**config.mk**
```make
export PLATFORM = sky130hd
export DESIGN_NAME = puf_challenge_ctrl_flat
export DESIGN_NICKNAME = d
export VERILOG_FILES = /design/src/rtl/puf_challenge_ctrl_if.sv /design/src/rtl/puf_challenge_ctrl.sv /design/src/flat_wrapper.sv
export SDC_FILE = /design/constraint.sdc
export NUM_CORES = 1
export LEC_CHECK = 0
export ABC_AREA = 1
export CELL_PAD_IN_SITES_DETAIL_PLACEMENT = 2
export CELL_PAD_IN_SITES_GLOBAL_PLACEMENT = 2
export CORE_ASPECT_RATIO = 1.2
export CORE_MARGIN = 4
export CORE_UTILIZATION = 26
export DETAILED_ROUTE_END_ITERATION = 6
export PLACE_DENSITY = 0.78
export SLEW_MARGIN = 5
export SYNTH_ARGS = -nofsm -noshare
export SYNTH_HDL_FRONTEND = slang
export SYNTH_SLANG_ARGS = --single-unit
```
**constraint.sdc**
```tcl
create_clock -name clk -period 1.8 [get_ports clk]
set_input_delay 0.18 -clock clk [delete_from_list [all_inputs] [get_ports clk]]
set_output_delay 0.18 -clock clk [all_outputs]
set_load 0.01 [all_outputs]
```
**src/rtl/puf_challenge_ctrl_if.sv**
```systemverilog
// Host and oscillator-bank signals of the PUF challenge controller; master is the controller side.
// Host side: ena/start/seed in, busy/done/response/tie out. Bank side: challenge/cnt_clr/cnt_en out, counts in.
interface puf_challenge_ctrl_if #(
  parameter int N_BITS = 8
);
  logic              ena;
  logic              start;
  logic [3:0]        seed;
  logic [15:0]       count_a;
  logic [15:0]       count_b;
  logic [3:0]        challenge;
  logic              cnt_clr;
  logic              cnt_en;
  logic              busy;
  logic              done;
  logic [N_BITS-1:0] response;
  logic              tie;

  modport master (
    input  ena, start, seed, count_a, count_b,
    output challenge, cnt_clr, cnt_en, busy, done, response, tie
  );

  modport slave (
    output ena, start, seed, count_a, count_b,
    input  challenge, cnt_clr, cnt_en, busy, done, response, tie
  );
endinterface

```
**src/rtl/puf_challenge_ctrl.sv**
```systemverilog
// RO-PUF challenge sequencer: N_BITS x (clear, count window, settle, compare), done N_BITS*P+1 cycles after start.
// No backpressure; ena low aborts. PUF_MAJORITY_EN: each challenge measured 3 times, majority vote per bit.
module puf_challenge_ctrl #(
  parameter int WINDOW_CYCLES = 1024,
  parameter int SETTLE_CYCLES = 4,
  parameter int N_BITS        = 8
) (
  input  logic                clk,
  input  logic                rst_n,
  puf_challenge_ctrl_if.master bus
);

  localparam int TMAX = (WINDOW_CYCLES > SETTLE_CYCLES) ? WINDOW_CYCLES : SETTLE_CYCLES;
  localparam int TW   = $clog2(TMAX + 1);
  localparam int IW   = (N_BITS > 1) ? $clog2(N_BITS) : 1;

  typedef enum logic [2:0] {IDLE, CLEAR, COUNT, SETTLE, COMPARE, DONE} state_t;

  state_t            state, state_nxt;
  logic [TW-1:0]     tmr;
  logic [IW-1:0]     bit_idx;
  logic [3:0]        challenge_q;
  logic              cnt_clr_q, cnt_en_q, busy_q, done_q, tie_q;
  logic [N_BITS-1:0] response_q;

  logic accept, abort, tmr_last, bit_last, meas_last, bit_val;
  logic cmp_gt, cmp_eq;

  assign cmp_gt = bus.count_a > bus.count_b;
  assign cmp_eq = bus.count_a == bus.count_b;

`ifdef PUF_MAJORITY_EN
  logic [1:0] meas, votes;

  // votes holds the greater-than results of the earlier measurements of this challenge
  assign meas_last = (meas == 2'd2);
  assign bit_val   = ((votes + {1'b0, cmp_gt}) >= 2'd2);

  always_ff @(posedge clk) begin
    if (!rst_n || state == IDLE) begin
      meas  <= '0;
      votes <= '0;
    end else if (state == COMPARE) begin
      if (meas_last) begin
        meas  <= '0;
        votes <= '0;
      end else begin
        meas  <= meas + 2'd1;
        votes <= votes + {1'b0, cmp_gt};
      end
    end
  end
`else
  assign meas_last = 1'b1;
  assign bit_val   = cmp_gt;
`endif

  always_comb begin
    accept    = bus.start && bus.ena;
    abort     = (state != IDLE) && !bus.ena;
    bit_last  = (bit_idx == IW'(N_BITS - 1));
    tmr_last  = 1'b0;
    state_nxt = state;
    case (state)
      IDLE:    if (accept) state_nxt = CLEAR;
      CLEAR:   state_nxt = COUNT;
      COUNT: begin
        tmr_last = (tmr == TW'(WINDOW_CYCLES - 1));
        if (tmr_last) state_nxt = SETTLE;
      end
      SETTLE: begin
        tmr_last = (tmr == TW'(SETTLE_CYCLES - 1));
        if (tmr_last) state_nxt = COMPARE;
      end
      COMPARE: state_nxt = (meas_last && bit_last) ? DONE : CLEAR;
      DONE:    state_nxt = IDLE;
      default: state_nxt = IDLE;
    endcase
    if (abort) state_nxt = IDLE;
  end

  always_ff @(posedge clk) begin
    if (!rst_n) state <= IDLE;
    else        state <= state_nxt;
  end

  // Strobes are registered from the next state so they line up with the state they describe.
  always_ff @(posedge clk) begin
    if (!rst_n) begin
      tmr         <= '0;
      bit_idx     <= '0;
      challenge_q <= '0;
      cnt_clr_q   <= 1'b0;
      cnt_en_q    <= 1'b0;
      busy_q      <= 1'b0;
      done_q      <= 1'b0;
      response_q  <= '0;
      tie_q       <= 1'b0;
    end else begin
      cnt_clr_q <= (state_nxt == CLEAR);
      cnt_en_q  <= (state_nxt == COUNT);
      busy_q    <= (state_nxt != IDLE);
      done_q    <= (state_nxt == DONE);

      if ((state_nxt != state) || !((state == COUNT) || (state == SETTLE))) tmr <= '0;
      else                                                                  tmr <= tmr + 1'b1;

      if (abort) begin
        response_q <= '0;
        tie_q      <= 1'b0;
      end else if (state == IDLE) begin
        if (accept) begin
          challenge_q <= bus.seed;
          bit_idx     <= '0;
          response_q  <= '0;
          tie_q       <= 1'b0;
        end
      end else if (state == COMPARE) begin
        if (cmp_eq) tie_q <= 1'b1;
        if (meas_last) begin
          response_q[bit_idx] <= bit_val;
          if (!bit_last) begin
            bit_idx     <= bit_idx + 1'b1;
            challenge_q <= challenge_q + 4'd1;
          end
        end
      end
    end
  end

  assign bus.challenge = challenge_q;
  assign bus.cnt_clr   = cnt_clr_q;
  assign bus.cnt_en    = cnt_en_q;
  assign bus.busy      = busy_q;
  assign bus.done      = done_q;
  assign bus.response  = response_q;
  assign bus.tie       = tie_q;

endmodule

```
**src/flat_wrapper.sv**
```systemverilog
// flat-port wrapper written by rule: the top's interface ports become plain ports
module puf_challenge_ctrl_flat 
#(
  parameter int WINDOW_CYCLES = 1024,
  parameter int SETTLE_CYCLES = 4,
  parameter int N_BITS        = 8
)
  (clk, rst_n, bus_ena, bus_start, bus_seed, bus_count_a, bus_count_b, bus_challenge, bus_cnt_clr, bus_cnt_en, bus_busy, bus_done, bus_response, bus_tie);
  puf_challenge_ctrl_if #(.N_BITS(N_BITS)) bus_i ();
  input  logic clk;
  input  logic rst_n;
  input wire logic [$bits(bus_i.ena)-1:0] bus_ena;
  input wire logic [$bits(bus_i.start)-1:0] bus_start;
  input wire logic [$bits(bus_i.seed)-1:0] bus_seed;
  input wire logic [$bits(bus_i.count_a)-1:0] bus_count_a;
  input wire logic [$bits(bus_i.count_b)-1:0] bus_count_b;
  output wire logic [$bits(bus_i.challenge)-1:0] bus_challenge;
  output wire logic [$bits(bus_i.cnt_clr)-1:0] bus_cnt_clr;
  output wire logic [$bits(bus_i.cnt_en)-1:0] bus_cnt_en;
  output wire logic [$bits(bus_i.busy)-1:0] bus_busy;
  output wire logic [$bits(bus_i.done)-1:0] bus_done;
  output wire logic [$bits(bus_i.response)-1:0] bus_response;
  output wire logic [$bits(bus_i.tie)-1:0] bus_tie;
  assign bus_i.ena = bus_ena;
  assign bus_i.start = bus_start;
  assign bus_i.seed = bus_seed;
  assign bus_i.count_a = bus_count_a;
  assign bus_i.count_b = bus_count_b;
  assign bus_challenge = bus_i.challenge;
  assign bus_cnt_clr = bus_i.cnt_clr;
  assign bus_cnt_en = bus_i.cnt_en;
  assign bus_busy = bus_i.busy;
  assign bus_done = bus_i.done;
  assign bus_response = bus_i.response;
  assign bus_tie = bus_i.tie;
  puf_challenge_ctrl #(.WINDOW_CYCLES(WINDOW_CYCLES), .SETTLE_CYCLES(SETTLE_CYCLES), .N_BITS(N_BITS)) u_core (.clk(clk), .rst_n(rst_n), .bus(bus_i));
endmodule
```
== Word level (Yosys, flattened, before mapping) ==
Cells that the tools add are included.

* Register bits after elaboration: 34
* Bits of input ports: 40
* Word-level logic and storage cells: 73
* Output and inout bits: 17

* Add/sub/neg operators: 3
* Reductions and logical operators: 17
* Multiplexer cells: 24
* Order comparisons: 3
* Bitwise gates (word level): 2
* Equality and inequality tests: 14

{| class="wikitable"
|+ Operators by type and width
! operator !! count
|-
| $mux W3 || 9
|-
| $mux W8 || 3
|-
| $eq A16 B16 Y1 || 1
|-
| $gt A16 B16 Y1 || 1
|-
| $mux W4 || 4
|-
| $pmux W3 S5 || 1
|-
| $add A11 B1 Y11 const B || 1
|-
| $eq A11 B10 Y1 const B || 1
|-
| $eq A11 B2 Y1 const B || 1
|-
| $eq A3 B2 Y1 const B || 3
|-
| $eq A3 B3 Y1 const B || 3
|-
| $bwmux W8 || 1
|-
| $eq A3 B1 Y1 const B || 2
|-
| $reduce_bool A3 Y1 || 2
|-
| $mux W1 || 5
|-
| $add A4 B1 Y4 const B || 1
|-
| $lt A3 B4 Y1 const B || 1
|-
| $reduce_and A4 Y1 || 1
|-
| $reduce_bool A2 Y1 || 2
|-
| $reduce_or A2 Y1 || 2
|-
| $add A3 B1 Y3 const B || 1
|-
| $demux W1 S3 || 1
|-
| $ge A3 B1 Y1 const B || 1
|-
| $logic_and A1 B1 Y1 || 3
|-
| other kinds (9) || 12
|}

== Depth between registers and ports, before layout ==
Gate-level depths: netlist of the first run.

* Word-level depth: 7
* Depth in mapped cells: 13
* Gate-level depth less buffers: 13

== Worst setup path after synthesis of the first run ==
Ideal clock, no wire load.

* Path type: register to register
* Start point: register u_core.bit_idx[0]
* End point: register u_core.challenge_q[0], in the netlist u_core.bus.challenge[0]
* Required time: 1.681 ns
* Buffers on the path: 0
* Period minus slack after synthesis: 1.524 ns
* Library setup time: 0.119 ns
* Slack: 0.276 ns
* Cell stages (with the launch flop): 8
* Data arrival time: 1.405 ns
* Cell sequence: dfxtp_1 > ha_1 > ha_1 > or2_1 > a21oi_4 > inv_2 > a211oi_1 > nor2_1

* Word-level cells in the longest chain between the ends: 3

{| class="wikitable"
|+ Ends and longest elaborated chain
! element !! RTL line !! source
|-
| start: declaration || puf_challenge_ctrl.sv:21 || <nowiki>logic [IW-1:0] bit_idx;</nowiki>
|-
| start signal: assignment || puf_challenge_ctrl.sv:123 || <nowiki>bit_idx <= bit_idx + 1'b1;</nowiki>
|-
| $eq A3 B3 Y1 || puf_challenge_ctrl.sv:61 || <nowiki>bit_last = (bit_idx == IW'(N_BITS - 1));</nowiki>
|-
| $ne A2 B2 Y1 (no line) || n/a ||
|-
| $reduce_and A4 Y1 (no line) || n/a ||
|-
| end signal: assignment || puf_challenge_ctrl.sv:113 || <nowiki>challenge_q <= bus.seed;</nowiki>
|-
| end signal: assignment || puf_challenge_ctrl.sv:124 || <nowiki>challenge_q <= challenge_q + 4'd1;</nowiki>
|-
| end: declaration || puf_challenge_ctrl.sv:22 || <nowiki>logic [3:0] challenge_q;</nowiki>
|}

Every way passes these cells.
A chain may end at the register's enable or synchronous reset.

== Final worst setup path of the first run ==
* Start point: register u_core.bit_idx[1]
* End point: register u_core.challenge_q[2], in the netlist u_core.bus.challenge[2]

Same word-level chain as after synthesis.

==> flow_metrics.tcl, run 1 <==
set metrics [dict create \
    status "finished, final reports clean" \
    mostFrequentLayoutCell "nand2_1" \
    power.internal_uw 1220 \
    die_height_um 104 \
    fin_worst_skew_ns 0.0133 \
    fin_crit_sh_pct 89.8 \
    stdcell_count 452 \
    power_density_mw_per_mm2 582 \
    place_ws_ns -0.147 \
    hp-start "u_core.tmr[0]" \
    ys_warn_count 0 \
    finalPower_uw 1690 \
    fmax_ghz 0.618 \
    cts_root_buffer "clkbuf_8" \
    synth-main-ff-cell "dfxtp_1" \
    yosys.area_share.adder_pct 12.4 \
    synth_xor_area_share_pct 4.35 \
    p_clk_share_pct 33.9 \
    cts.sinks 34 \
    drtIter0Drc 13 \
    grt_usage_pct 14.0 \
    synth_compound_area_share_pct 12.1 \
    drc 0 \
    r2r-end "u_core.bus.challenge[2]" \
    clk_latency_ns 0.29 \
    cts_tree "done" \
    drtAntennaViolNets 0 \
    grt_first_pass_wirelength_um 10400 \
    n_antenna_cell 0 \
    wl_per_cell_um 13.5 \
    place.gp.congestion 0.724 \
    crit_path_max_fanout 5 \
    async_reset_ff_share_pct 0 \
    wl_um 6100 \
    synth_nets 346 \
    numPortBuffers 56 \
    maxSlewViolCount 0 \
    syn_area_sq_mm 0.00201 \
    synthMuxAreaShare_pct 0 \
    setup-tns-final_ns 0 \
    die-area_sq_mm 0.00922 \
    h-tree-depth 2 \
    overflow 0 \
    dp_hpwl_um 4980 \
    grt_max_degree 12 \
    cts_buffer_depth 2 \
    area_delta_synth_final_pct 43.8 \
    yosys.area_share.simple_pct 29.7 \
    ios 57 \
    fin_crit_ns 1.62 \
    worst_pin_slew_ns 0.379 \
    cts_hold_buf 0 \
    combPwrFrac_pct 19.7 \
    first_pass_iters 3 \
    crit_required_ns 1.99 \
    switchingPower_uw 468 \
    synth_seq_area_share_pct 33.8 \
    nets 421 \
    ys_seq_elements 34 \
    vdd_drop_max_mv 0.396 \
    syn_avg_cell_area_sq_um 7.04 \
    hp-class "reg -> reg" \
    switching_share_pct 27.7 \
    routed_via_density 4.66 \
    fin_area_sq_mm 0.00290 \
    layout_common_cells "68 x nand2_1, 56 x clkdlybuf4s50_1, 44 x nor2_1, 34 x dfxtp_1, 33 x inv_1" \
    holdPathEnd "u_core.tmr[0]" \
    hold_viol_final 0 \
    fillers 910 \
    synth_edf_count 0 \
    num_vias 2107 \
    hold_depth 1 \
    power_frac_seq_pct 46.4 \
    rsz0062_at_grt "no" \
    critPathArrivalTime_ns 1.80 \
    maxCapViolCount 0 \
    clk_pin_slew_worst_paths_ns 0.08 \
    layout-drive-gt1-share_pct 9.39 \
    setup_slack_ns 0.183 \
    synth_top_family_by_area "simple AND/OR/NAND/NOR gates" \
    yosysUniqueCellTypes 30 \
    row_count 34 \
    critPathCaptureType "flip-flop" \
    grt_pass1_vias 2326 \
    reg2reg_from "u_core.bit_idx[1]" \
    coreArea_sq_mm 0.00740 \
    finalSetupViolCount 0 \
    cts_resized 0 \
    syn_inst 286 \
    post_cts_buffers 0 \
    antenna_found_initial 0 \
    cts_buffers 5 \
    die_w_um 88.3 \
    start_kind "flip-flop" \
    initial_core_util_pct 27.2 \
    placedCellCount 444 \
    relSlewSlack_pct 74.6 \
    r2r_cells 7 \
    placed_cell_area_sq_mm 0.00280 \
    crit_type "reg -> reg" \
    power.leakage_uw 0.00126 \
    reg2reg_slack_ns 0.18 \
]
-- power by group through the flow --
stage	sequential, uW	clock (uW)	combinational [uW]
global placement	799	0	324
floorplan	801	0	146
detailed placement	800	0	337
global route	785	637	376
CTS	782	593	340
finish	782	572	332
-- registers in the layout, indices dropped and copies added, names as in the netlist --
name,flops
u_core.tmr,11
u_core.bus.response,8
u_core.bus.challenge,4
u_core.bit_idx,3
u_core.state,3
u_core.bus.busy,1
u_core.bus.cnt_clr,1
u_core.bus.cnt_en,1
u_core.bus.done,1
u_core.bus.tie,1
-- cell usage after synthesis (2+ instances only) --
cell,instances,area share [%]
nand2_1,69,13
nor2_1,44,8.2
dfxtp_1,34,34
inv_1,33,6.2
ha_1,20,12
a21oi_1,19,4.7
nand3_1,12,3.0
o21ai_0,11,2.7
xor2_1,6,2.6
inv_2,5,0.93
a211oi_1,4,1.5
xnor2_1,4,1.7
nand4_1,3,0.93
nor3_1,3,0.75
nor2_4,2,1.1
nor3_2,2,0.99
o21ai_1,2,0.50
-- worst max-delay path by stage --
stage,startpoint,end,slack [ns],cells past startpoint
finish,u_core.bit_idx[1],u_core.bus.challenge[2],0.18,7
global route,u_core.bit_idx[1],u_core.bit_idx[2],0.03,7
CTS,u_core.bit_idx[1],u_core.bus.challenge[0],0.10,7
detailed placement,bus_count_b[13],u_core.bus.response[0],-0.15,10
global placement,bus_count_b[15],u_core.bus.response[0],-0.11,10
floorplan,u_core.bit_idx[0],u_core.bus.challenge[0],0.28,7
-- layer usage --
| layer | wire [um] | vias to the layer above | GRT usage [%] | part of all wire [%] |
|---|---|---|---|---|
| met2 | 3470 | 35 | 28.2 | 57 |
| met3 | 231 | 7 | 1.98 | 3.8 |
| met5 | 0 | - | 0 | 0 |
| met1 | 2330 | 1003 | 14.2 | 38 |
| met4 | 73 | 0 | 3.56 | 1.2 |
| li1 | - | 1062 | - | - |
-- cells by family after synthesis --
group	count (synthesis)
DFF	34
and+or+nand+nor	140
AOI/OAI and AO/OA	42
xor gates and xnor gates	10
buffers and inverters	40
adders and majority gates	20
-- worst max-delay path, cell delays in order (launching register included) --
cell     delay (ns)
dfxtp_1        0.35
ha_1           0.20
ha_1           0.21
or2_1          0.27
a21oi_4        0.15
buf_4          0.15
a21oi_1        0.07
o21a_1         0.11
-- through the flow --
step           hold slack [ns]  utilization (%)
2_1_floorplan            0.283                -
3_5_place_dp             0.448             37.8
6_report                 0.453             39.1
4_1_cts                  0.464             39.0
3_3_place_gp             0.430             37.8
5_1_grt                  0.489             39.1
-- final cells by class --
cell class | count | area, sq um | share of cell area, %
Timing Repair Buffer | 69 | 683 | 23.6
Clock buffer | 6 | 72.6 | 2.51
Clock inverter | 2 | 13.8 | 0.475
Sequential cell | 34 | 681 | 23.5
Inverter | 39 | 146 | 5.06
Tap cell | 90 | 113 | 3.89
Multi-Input combinational cell | 212 | 1190 | 41.0
Note: power is estimated with default switching activity, not from simulation.
==> run 2, diff against run 1 <==
- ABC_AREA: 1 -> not set
- CORE_MARGIN: 4 -> not set
- CORE_UTILIZATION: 26 -> 28
- PLACE_DENSITY: 0.78 -> 0.77
- clock period: 1.8 -> 1.6 ns (I/O delays scaled with it)
==> run 2 against run 1 <==
The run now ends with negative setup slack left. Clock power grew 21%. Sequential power increased by 10%. Worst setup slack worse by 0.30 ns. Count of clock-buffer cells in the layout unchanged. Utilization rose by 8.0 points. Largest cell class unchanged. Maximum frequency fell by 5.7%. Synthesized cell count shrank 14%. Critical endpoint is now u_core.bus.response[4]. First-iteration DRC count increased to 5.8 times the previous value. Total power rose by 18%.
==> flow_metrics.tcl, run 2 <==
set metrics [dict create \
    crit_path_cell_trace "buf_4, nor3_4, buf_4, buf_4, nor2_1, o21ai_1, nor2_1, a21o_1" \
    hold_depth 1 \
    cpLargestDelayFamily "buffers and inverters" \
    finalSetupViolCount 4 \
    hp-start "u_core.state[2]" \
    critPathArrivalTime_ns 1.89 \
    maxSlewViolCount 0 \
    place.gp.congestion 0.751 \
    drtAntennaViolNets 0 \
    fin_crit_ns 1.71 \
    grt_usage_pct 22.1 \
    crit_buf_inv 3 \
    grt_pass1_vias 2535 \
    power.leakage_uw 0.00138 \
    synth_top_cell_by_area "dfxtp_1" \
    overflow 0 \
    largest_reg_flops 11 \
    ys_seq_elements 34 \
    die_w_um 80.7 \
    grt_max_degree 14 \
    cts.sinks 34 \
    synth_seq_area_share_pct 32.7 \
    relSlewSlack_pct 67.3 \
    worst_pin_slew_ns 0.490 \
    drtIter0Drc 75 \
    routed_via_density 5.28 \
    layout_common_cells "34 x buf_4, 30 x dlygate4sd2_1, 30 x dfxtp_1, 26 x nor2_1, 24 x clkdlybuf4s50_1" \
    n_antenna_cell 0 \
    post-route-util_pct 47.1 \
    area_delta_synth_final_pct 64.0 \
    hp-class "reg -> reg" \
    fin_crit_sh_pct 107 \
    first_pass_iters 4 \
    row_count 34 \
    r2r-end "u_core.bus.response[4]" \
    cts_buffer_depth 2 \
    rsz0062_at_grt "yes" \
    cts_buffers 5 \
    ys_warn_count 0 \
    setup_slack_ns -0.114 \
    numPortBuffers 56 \
    cts_tree "done" \
    ios 57 \
    syn_inst 247 \
    reg2reg_slack_ns -0.11 \
    wl_um 9200 \
    synth_top_area_share_pct 32.7 \
    async_reset_ff_share_pct 0 \
    antenna_found_initial 0 \
    crit_required_ns 1.78 \
    r2r_cells 8 \
    holdPathEnd "u_core.state[1]" \
    die-area_sq_mm 0.00778 \
    synth_nets 307 \
    critPathCaptureType "flip-flop" \
    initial_core_util_pct 28.8 \
    syn_area_sq_mm 0.00208 \
    clk_pin_slew_worst_paths_ns 0.07 \
    die_height_um 96.4 \
    synth_area_leaders "dfxtp_1 33%, ha_1 12%, nor2_1 4.9%" \
    yosysUniqueCellTypes 50 \
    cp_common_cell "buf_4" \
    holdWs_ns 0.501 \
    start_kind "flip-flop" \
    finalPower_uw 2000 \
    h-tree-depth 2 \
    syn_avg_cell_area_sq_um 8.42 \
    maxCapViolCount 0 \
    power_density_mw_per_mm2 586 \
    yosysMostFrequentCell "dfxtp_1" \
    synth_edf_count 0 \
    synth_top_cells_by_count "34 x dfxtp_1, 27 x nor2_1, 20 x ha_1, 19 x inv_1, 18 x a21oi_1" \
    worstSetupStartpoint "u_core.state[2]" \
    dp_hpwl_um 5330 \
    reg2reg_from "u_core.state[2]" \
    vdd_drop_max_mv 0.276 \
    synth-main-ff-cell "dfxtp_1" \
    cp.depth 8 \
    wl_per_cell_um 21.4 \
    cts_root_buffer "clkbuf_8" \
    max_stage_delay_ns 0.38 \
    hold_viol_final 0 \
    nets 400 \
    drc 0 \
    coreArea_sq_mm 0.00723 \
    violations "negative setup slack" \
    fmax_ghz 0.583 \
    fin_worst_skew_ns 0.00926 \
    clk_latency_ns 0.29 \
    num_vias 2275 \
    layout-drive-gt1-share_pct 31.7 \
    crit_path_max_fanout 8 \
    critPathSlowestCell "dfxtp_4" \
    crit_type "reg -> reg" \
    top_register "u_core.tmr" \
    grt_first_pass_wirelength_um 12800 \
    mostFrequentLayoutCell "buf_4" \
    status "complete, but fails checks" \
]
## run 2: cell count changes in the layout (fill, tap and decap cells not counted), sizes merged, moves of 4 or more
cell           delta
nor2             -19
and3              +5
clkdlybuf4s50    -32
dlygate4sd2      +30
buf              +25
nand4             +4
inv              -19
nor4              +9
nand2            -54
## run 2: through the flow
stage,cells,setup TNS [ns],area [sq um],worst slack (ns)
after floorplan,247,0,2080,0.00698
after global placement,413,-3.79,2920,-0.462
after detailed placement,413,-4.50,2920,-0.538
after CTS,426,0,3260,0.00503
after global routing,431,-1.21,3410,-0.142
final,431,-0.281,3410,-0.114
## run 2: power breakdown
part           switching, uW  leakage (uW)  internal, uW
clock                    346     0.0000472           346
combinational            222       0.00106           222
sequential              8.69      0.000277           851
total                    577       0.00138          1420
## run 2: what timing repair did
item | 4_1_cts | 5_1_grt
buffers inserted | 3 | 4
gates cloned | 2 | 1
endpoints found under the setup margin | 13 | 22
pin swaps | 25 | 15
gates resized for setup | 74 | 24
hold buffers | 0 | 0
## run 2: worst register-to-register path: cells and delay by family, from the launching register on
family	cells	cell delay, ns
flip-flops	1	0.38
buffers and inverters	3	0.47
AND/OR/NAND/NOR	3	0.38
AO/OA/AOI/OAI	2	0.38
## run 2: final cells by class
| cell class | count | area [sq um] |
|---|---|---|
| timing repair buffer | 94 | 822 |
| clock inverter | 2 | 12.5 |
| clock buffer | 6 | 82.6 |
| multi-input combinational | 186 | 1620 |
| inverter | 19 | 71.3 |
| sequential | 34 | 691 |
| fill | 801 | 3820 |
| tap | 90 | 113 |
## run 2: worst max path at each step
stage and endpoint:
4_1_cts u_core.bus.response[5], 3_5_place_dp u_core.bus.response[7], 5_1_grt u_core.bus.response[0], 2_1_floorplan u_core.tmr[10], 3_3_place_gp u_core.bus.response[7], 6_report u_core.bus.response[4]
## run 2: routing by layer
layer | track usage [%] | wire length, um | vias to the layer above
met4 | 9.38 | 245 | 0
li1 | - | - | 1077
met5 | 0 | 0 | -
met1 | 21.3 | 3460 | 1122
met3 | 3.76 | 292 | 20
met2 | 45.1 | 5210 | 56
## run 2: cell families after synthesis
logic type               synth area share, %
adder cells (fa/ha/maj)                 12.0
AND/OR/NAND/NOR                         28.6
buffers and inverters                   5.78
flip-flops                              32.7
multiplexers                           0.481
XOR/XNOR                                3.79
AO/OA/AOI/OAI                           16.6
==> run 3, diff against run 2 <==
- RECOVER_POWER: not set -> 50
==> run 3 against run 2 <==
Sequential share of layout area about the same. Die area unchanged. Non-clock buffer count unchanged. Critical path depth unchanged. The flow still finishes with violations (negative setup slack). Maximum frequency down 0.23%. Via count unchanged. Total power down 0.24%. Highest routed layer unchanged. Critical endpoint unchanged. Utilization about the same. Global-route usage unchanged.
==> flow_metrics.tcl, run 3 (same netlist as run 2, synthesis figures left out) <==
set metrics [dict create \
    cts_buffer_depth 2 \
    crit_path_max_fanout 8 \
    routed_via_density 5.28 \
    vdd_drop_max_mv 0.275 \
    power_density_mw_per_mm2 585 \
    start_kind "flip-flop" \
    cts_buffers 5 \
    finalPower_uw 1990 \
    grt_first_pass_wirelength_um 12800 \
    crit_type "reg -> reg" \
    grt_usage_pct 22.1 \
    row_count 34 \
    maxCapViolCount 0 \
    die_height_um 96.4 \
    clk_latency_ns 0.29 \
    h-tree-depth 2 \
    status "complete, but fails checks" \
    die-area_sq_mm 0.00778 \
    n_antenna_cell 0 \
    place.gp.congestion 0.751 \
    fin_worst_skew_ns 0.00962 \
    maxSlewViolCount 0 \
    layout-drive-gt1-share_pct 31.4 \
    mostFrequentLayoutCell "buf_4" \
    grt_pass1_vias 2535 \
    nets 400 \
    post-route-util_pct 47.1 \
    cts_tree "done" \
    drtAntennaViolNets 0 \
    setup-tns-final_ns -0.273 \
    critPathArrivalTime_ns 1.90 \
    area_delta_synth_final_pct 63.8 \
    power.leakage_uw 0.00144 \
    drtIter0Drc 64 \
    coreArea_sq_mm 0.00723 \
    top_register "u_core.tmr" \
    critPathCaptureType "flip-flop" \
    relSlewSlack_pct 67.4 \
    num_vias 2275 \
    reg2reg_slack_ns -0.12 \
    setup_slack_ns -0.118 \
    cts.sinks 34 \
    cts_root_buffer "clkbuf_8" \
    cts_hold_buf 0 \
    numPortBuffers 56 \
    hp-class "reg -> reg" \
    crit_required_ns 1.78 \
    violations "negative setup slack" \
    wl_per_cell_um 21.3 \
    ios 57 \
    hp-start "u_core.bus.response[3]" \
    fin_crit_sh_pct 107 \
    hold_viol_final 0 \
    die_w_um 80.7 \
    fillers 802 \
    fin_crit_ns 1.72 \
    clk_pin_slew_worst_paths_ns 0.08 \
    overflow 0 \
    dp_hpwl_um 5330 \
    drc 0 \
    holdPathEnd "u_core.bus.response[3]" \
    r2r-end "u_core.bus.response[4]" \
    largest_reg_flops 11 \
    holdWs_ns 0.495 \
    reg2reg_from "u_core.state[2]" \
    layout_common_cells "34 x buf_4, 30 x dlygate4sd2_1, 30 x dfxtp_1, 27 x nor2_1" \
    wl_um 9170 \
    antenna_found_initial 0 \
    initial_core_util_pct 28.8 \
    worst_pin_slew_ns 0.487 \
    finalSetupViolCount 4 \
    r2r_cells 8 \
    rsz0062_at_grt "yes" \
    first_pass_iters 4 \
    place_ws_ns -0.538 \
    fmax_ghz 0.582 \
    grt_max_degree 14 \
    hold_depth 1 \
]
## run 3: per-layer routing
layer | share of wire (%) | GRT usage, % | vias up
met4 | 2.6 | 9.38 | 0
met5 | 0 | 0 | -
met2 | 57 | 45.1 | 62
li1 | - | - | 1078
met3 | 3.3 | 3.76 | 18
met1 | 37 | 21.3 | 1117
## run 3: worst max-delay path by stage
| stage | startpoint | to | slack [ns] | cells past startpoint |
|---|---|---|---|---|
| after CTS | bus_count_a[7] | u_core.bus.response[5] | 0.005 | 7 |
| final | u_core.state[2] | u_core.bus.response[4] | -0.12 | 8 |
| after global routing | u_core.state[2] | u_core.bus.response[0] | -0.14 | 6 |
| after detailed placement | bus_count_b[15] | u_core.bus.response[7] | -0.54 | 8 |
| after floorplan | u_core.tmr[0] | u_core.tmr[10] | 0.007 | 7 |
| after global placement | bus_count_b[15] | u_core.bus.response[7] | -0.46 | 8 |
## run 3: per-stage QoR
| stage | area, sq um | cells |
|---|---|---|
| 2_1_floorplan | 2080 | 247 |
| 3_3_place_gp | 2920 | 413 |
| 3_5_place_dp | 2920 | 413 |
| 4_1_cts | 3260 | 426 |
| 5_1_grt | 3410 | 431 |
| 6_report | 3410 | 431 |
## run 3: layout make-up
type	instances	area (sq um)	area share, %
Inverter	19	71.3	2.09
Sequential cell	34	691	20.3
Tap cell	90	113	3.31
Clock buffer	6	82.6	2.42
Multi-Input combinational cell	186	1620	47.4
Clock inverter	2	12.5	0.367
Timing Repair Buffer	94	822	24.1
## run 3: worst max-delay path, cell delays in order, from the launching register on
cell and delay [ns]:
dfxtp_4 0.38, buf_4 0.16, nor3_4 0.21, buf_4 0.16, buf_4 0.15, nor2_1 0.07, o21ai_1 0.21, nor2_1 0.10
a21o_1 0.17
## run 3: power by group
part	total (uW)	switching [uW]	internal [uW]	leakage, uW
registers	860	8.25	851	0.000277
clock network	691	345	346	0.0000472
logic	441	222	219	0.00112
## run 3: repair_timing
action / in CTS / in global routing
pin swaps: 25 / 15
gates resized for setup: 74 / 24
setup endpoints to repair: 13 / 22
cloned: 2 / 1
setup buffers: 3 / 4
